<file path="config.mk">
export PLATFORM = sky130hd
export DESIGN_NAME = alu_op_sequencer
export DESIGN_NICKNAME = d
export VERILOG_FILES = /design/src/rtl/alu_op_sequencer.sv
export SDC_FILE = /design/constraint.sdc
export NUM_CORES = 1
export LEC_CHECK = 0
export ABC_AREA = 0
export BUFFER_PORTS_ARGS = -buffer_cell sky130_fd_sc_hd__buf_2
export CAP_MARGIN = 0
export CELL_PAD_IN_SITES_DETAIL_PLACEMENT = 0
export CELL_PAD_IN_SITES_GLOBAL_PLACEMENT = 2
export CORE_ASPECT_RATIO = 0.6
export CORE_UTILIZATION = 31
export DETAILED_ROUTE_END_ITERATION = 8
export PLACE_DENSITY_LB_ADDON = 0.1
export SLEW_MARGIN = 15
export SYNTH_ARGS = -nofsm -noshare
export SYNTH_HDL_FRONTEND = slang
export SYNTH_SLANG_ARGS = --single-unit
</file>
<file path="constraint.sdc">
create_clock -name clk -period 2.1 [get_ports clk]
set_clock_uncertainty 0.15 [all_clocks]
set_input_delay 0.42 -clock clk [delete_from_list [all_inputs] [get_ports clk]]
set_output_delay 0.42 -clock clk [all_outputs]
set_load 0.02 [all_outputs]
</file>
<file path="src/rtl/alu_op_sequencer.sv">
// Command front-end and result capture for the add/sub/compare datapath.
// Latches {op, a, b}, holds them for SETTLE_CYC cycles, then captures mux_y for the response port.
module alu_op_sequencer #(
  parameter int WIDTH      = 4,
  parameter int SETTLE_CYC = 1
) (
  input  logic             clk,
  input  logic             rst_n,
  input  logic             cmd_valid,
  output logic             cmd_ready,
  input  logic [1:0]       cmd_op,
  input  logic [WIDTH-1:0] cmd_a,
  input  logic [WIDTH-1:0] cmd_b,
  output logic [WIDTH-1:0] op_a,
  output logic [WIDTH-1:0] op_b,
  output logic [1:0]       sel,
  input  logic [WIDTH-1:0] mux_y,
  output logic             rsp_valid,
  input  logic             rsp_ready,
  output logic [WIDTH-1:0] rsp_data,
  output logic [1:0]       rsp_op,
  output logic             rsp_zero,
  output logic             rsp_err
);

  localparam int CNT_W = $clog2(SETTLE_CYC + 1);
  localparam logic [CNT_W-1:0] CNT_LOAD = CNT_W'(SETTLE_CYC - 1);

  typedef enum logic [1:0] {
    IDLE   = 2'b00,
    SETTLE = 2'b01,
    RESP   = 2'b10
  } state_t;

  state_t           state, state_nxt;
  logic [CNT_W-1:0] cnt, cnt_nxt;
  logic             accept, capture, rsv;

  always_ff @(posedge clk or negedge rst_n) begin
    if (!rst_n) begin
      state <= IDLE;
      cnt   <= '0;
    end else begin
      state <= state_nxt;
      cnt   <= cnt_nxt;
    end
  end

  always_comb begin
    state_nxt = state;
    cnt_nxt   = cnt;
    accept    = 1'b0;
    capture   = 1'b0;
    rsv       = 1'b0;
    case (state)
      IDLE: begin
        if (cmd_valid && cmd_ready) begin
          accept = 1'b1;
          // Reserved op skips the datapath entirely and answers with an error.
          if (cmd_op == 2'b11) begin
            rsv       = 1'b1;
            state_nxt = RESP;
          end else begin
            state_nxt = SETTLE;
            cnt_nxt   = CNT_LOAD;
          end
        end
      end
      SETTLE: begin
        if (cnt == '0) begin
          capture   = 1'b1;
          state_nxt = RESP;
        end else begin
          cnt_nxt = cnt - 1'b1;
        end
      end
      RESP: begin
        if (rsp_valid && rsp_ready) state_nxt = IDLE;
      end
      default: state_nxt = IDLE;
    endcase
  end

  // Handshake flags are registered copies of the next state.
  always_ff @(posedge clk or negedge rst_n) begin
    if (!rst_n) begin
      cmd_ready <= 1'b0;
      rsp_valid <= 1'b0;
    end else begin
      cmd_ready <= (state_nxt == IDLE);
      rsp_valid <= (state_nxt == RESP);
    end
  end

  // Operands and select stay put until the next accepted command.
  always_ff @(posedge clk or negedge rst_n) begin
    if (!rst_n) begin
      op_a <= '0;
      op_b <= '0;
      sel  <= 2'b00;
    end else if (accept) begin
      op_a <= cmd_a;
      op_b <= cmd_b;
      sel  <= cmd_op;
    end
  end

  always_ff @(posedge clk or negedge rst_n) begin
    if (!rst_n) begin
      rsp_data <= '0;
      rsp_op   <= 2'b00;
      rsp_zero <= 1'b0;
      rsp_err  <= 1'b0;
    end else if (rsv) begin
      rsp_data <= '0;
      rsp_op   <= 2'b11;
      rsp_zero <= 1'b1;
      rsp_err  <= 1'b1;
    end else if (capture) begin
      rsp_data <= mux_y;
      rsp_op   <= sel;
      rsp_zero <= (mux_y == '0);
      rsp_err  <= 1'b0;
    end
  end

endmodule

</file>
==> flow_metrics.tcl <==
set metrics [dict create \
    status "completed" \
    h-tree-depth 1 \
    cp_top_family "simple AND/OR/NAND/NOR gates" \
    dr.pass1.iters 4 \
    max_freq_ghz 0.614 \
    ys_types 19 \
    synth_warnings 0 \
    setup_viol 0 \
    worstHoldStart "mux_y[3]" \
    final_common_cell "buf_2" \
    drt-vias-per-instance 4.30 \
    wl_per_cell_um 12.2 \
    avgSynthCellArea_sq_um 12.9 \
    gr-total-overflow 0 \
    p_leak_nw 0.601 \
    final_cell_mix "buf_2, dfrtp_1, nand2_1" \
    grtUsageTotal_pct 12.8 \
    finalCritPeriodShare_pct 77.6 \
    r2r_start "state[1]$_DFF_PN0_" \
    cts_tree "done" \
    cp_slowest_stage_delay_ns 0.53 \
    start_kind "flop" \
    synth_seq_cells 22 \
    min_period_ns 1.63 \
    wirelength_um 1850 \
    core.rowCount 14 \
    initial_core_util_pct 34.6 \
    tightest_slew_ns 0.481 \
    cts.sinks 22 \
    grt_pass1_vias 616 \
    cts-root-buf "clkbuf_8" \
    crit_required_ns 2.08 \
    fin_cells 151 \
    vias 649 \
    min_to "rsp_data[3]$_DFFE_PN0P_" \
    drv_slew 0 \
    reg2reg_depth 3 \
    gp_congestion 0.713 \
    criticalPathCategory "flop to flop" \
    die_h_um 44.1 \
    path_clk_slew_ns 0.08 \
    port_buffers 37 \
    die-area_sq_mm 0.00318 \
    path_max_fanout 13 \
    drt_iter0_drc 49 \
    diodes 0 \
    numCtsBuffers 3 \
    dp_cells 146 \
    cts_buffer_depth 2 \
    cp_data_arrival_time_ns 1.61 \
    grt_max_degree 23 \
    num_io_pins 38 \
    fp.coreArea_sq_mm 0.00265 \
    netlist_area_sq_um 915 \
    grt_pass1_wl_um 2950 \
    antenna_found_initial 0 \
    drc 0 \
    end_kind "flop" \
    ir_drop_uv 710 \
    rsz0062_at_grt "no" \
    r2r_slack_ns 0.47 \
    hold_viol_final 0 \
    cts_resized 0 \
    max-cap-violations 0 \
    fp.dieW_um 72.1 \
    regToRegEndpoint "rsp_data[0]$_DFFE_PN0P_" \
    crit_buf_inv 0 \
    slowest_stage "and4bb_4" \
    ys_seq_area_share_pct 60.2 \
    netlist_instances 71 \
    holdCritPathClass "primary input to flop" \
    dpl.hpwl_um 1350 \
    ant_nets 0 \
    finalSetupTns_ns 0 \
    hold_depth 3 \
    final_layout_size_suffix_gt1_share_pct 48.6 \
    power.density_mw_per_mm2 1650 \
    path_cells "and4bb_4, and3_1, o21ai_0" \
    synth_nets 89 \
    area_delta_synth_final_pct 32.0 \
    nNetsFinal 130 \
    insertion_delay_ns 0.26 \
    max_slew_margin_pct 68.0 \
]
==> kinds of logic after synthesis <==
group	Yosys count	synth area share [%]
compound gates	11	6.98
buf+inv	2	2.60
flops	22	60.2
mux	10	15.6
simple gates	26	14.6
==> flip-flops by register name, summed over array words and instances (netlist names) <==
| signal | count |
|---|---|
| state | 2 |
| rsp_data | 4 |
| rsp_op | 2 |
| rsp_err | 1 |
| op_b | 4 |
| rsp_zero | 1 |
| sel | 2 |
| rsp_valid | 1 |
| op_a | 4 |
| cmd_ready | 1 |
==> where the power goes <==
group | leakage (nW) | switching (mW) | internal (mW)
logic | 0.300 | 0.472 | 0.381
registers | 0.266 | 0.123 | 0.629
clock network | 0.0357 | 0.129 | 0.254
==> final cells by class <==
class / count / area [sq um]
Sequential cell: 22 / 551
Tap cell: 40 / 50.0
Fill cell: 265 / 1440
Clock inverter: 1 / 30.0
Timing Repair Buffer: 38 / 195
Multi-Input combinational cell: 47 / 340
Clock buffer: 3 / 41.3
==> per-layer routing <==
metal | up-vias | part of all wire [%] | global-route usage [%]
met3 | 0 | 5.7 | 5.92
met4 | 0 | 0 | 2.35
met5 | - | 0 | 0
li1 | 330 | - | -
met2 | 15 | 44 | 18.5
met1 | 304 | 50 | 17.9
==> through the flow <==
| step | utilization (%) | total power, mW | setup WS [ns] | hold WS [ns] | instance area (sq um) |
|---|---|---|---|---|---|
| final | 45.6 | 1.99 | 0.471 | 0.234 | 1210 |
| after global routing | 45.6 | 2.12 | 0.387 | 0.220 | 1210 |
| after CTS | 45.6 | 2.02 | 0.465 | 0.227 | 1210 |
| after detailed placement | 42.6 | 1.62 | 0.500 | 0.261 | 1130 |
| after global placement | 42.6 | 1.62 | 0.528 | 0.258 | 1130 |
| after floorplan | - | 1.37 | 0.631 | -0.0256 | 915 |
==> how the worst max path moves through the flow <==
stage,start,end,slack [ns],cells after the start
2_1_floorplan,state[1]$_DFF_PN0_,op_a[0]$_DFFE_PN0P_,0.63,3
5_1_grt,state[1]$_DFF_PN0_,rsp_data[0]$_DFFE_PN0P_,0.39,3
3_5_place_dp,cmd_valid,rsp_data[0]$_DFFE_PN0P_,0.50,4
6_report,state[1]$_DFF_PN0_,rsp_data[0]$_DFFE_PN0P_,0.47,3
4_1_cts,state[1]$_DFF_PN0_,rsp_data[0]$_DFFE_PN0P_,0.46,3
3_3_place_gp,cmd_valid,rsp_data[0]$_DFFE_PN0P_,0.53,4
==> timing repair <==
action / 4_1_cts / 5_1_grt
setup buffers: 0 / 0
hold buffers: 1 / 0
hold endpoints to repair: 22 / 0
==> Yosys cell counts, drive strengths merged <==
master | number | area (sq um)
dfrtp | 22 | 551
nand2 | 17 | 63.8
mux2 | 10 | 143
o21ai | 6 | 30.0
nand3 | 4 | 25.0
a21oi | 2 | 10.0
buf | 2 | 23.8
a21boi | 1 | 7.51
a41oi | 1 | 8.76
and2b | 1 | 10.0
and3 | 1 | 6.26
and4bb | 1 | 16.3
nand2b | 1 | 6.26
nor4 | 1 | 6.26
o21a | 1 | 7.51
==> tightest hold or removal path, delay by kind of cell <==
family                 cells  cell delay, ns
AO/OA/AOI/OAI              1            0.06
buffers and inverters      1            0.08
AND/OR/NAND/NOR            1            0.04
Power figures use the tool's default switching activity.
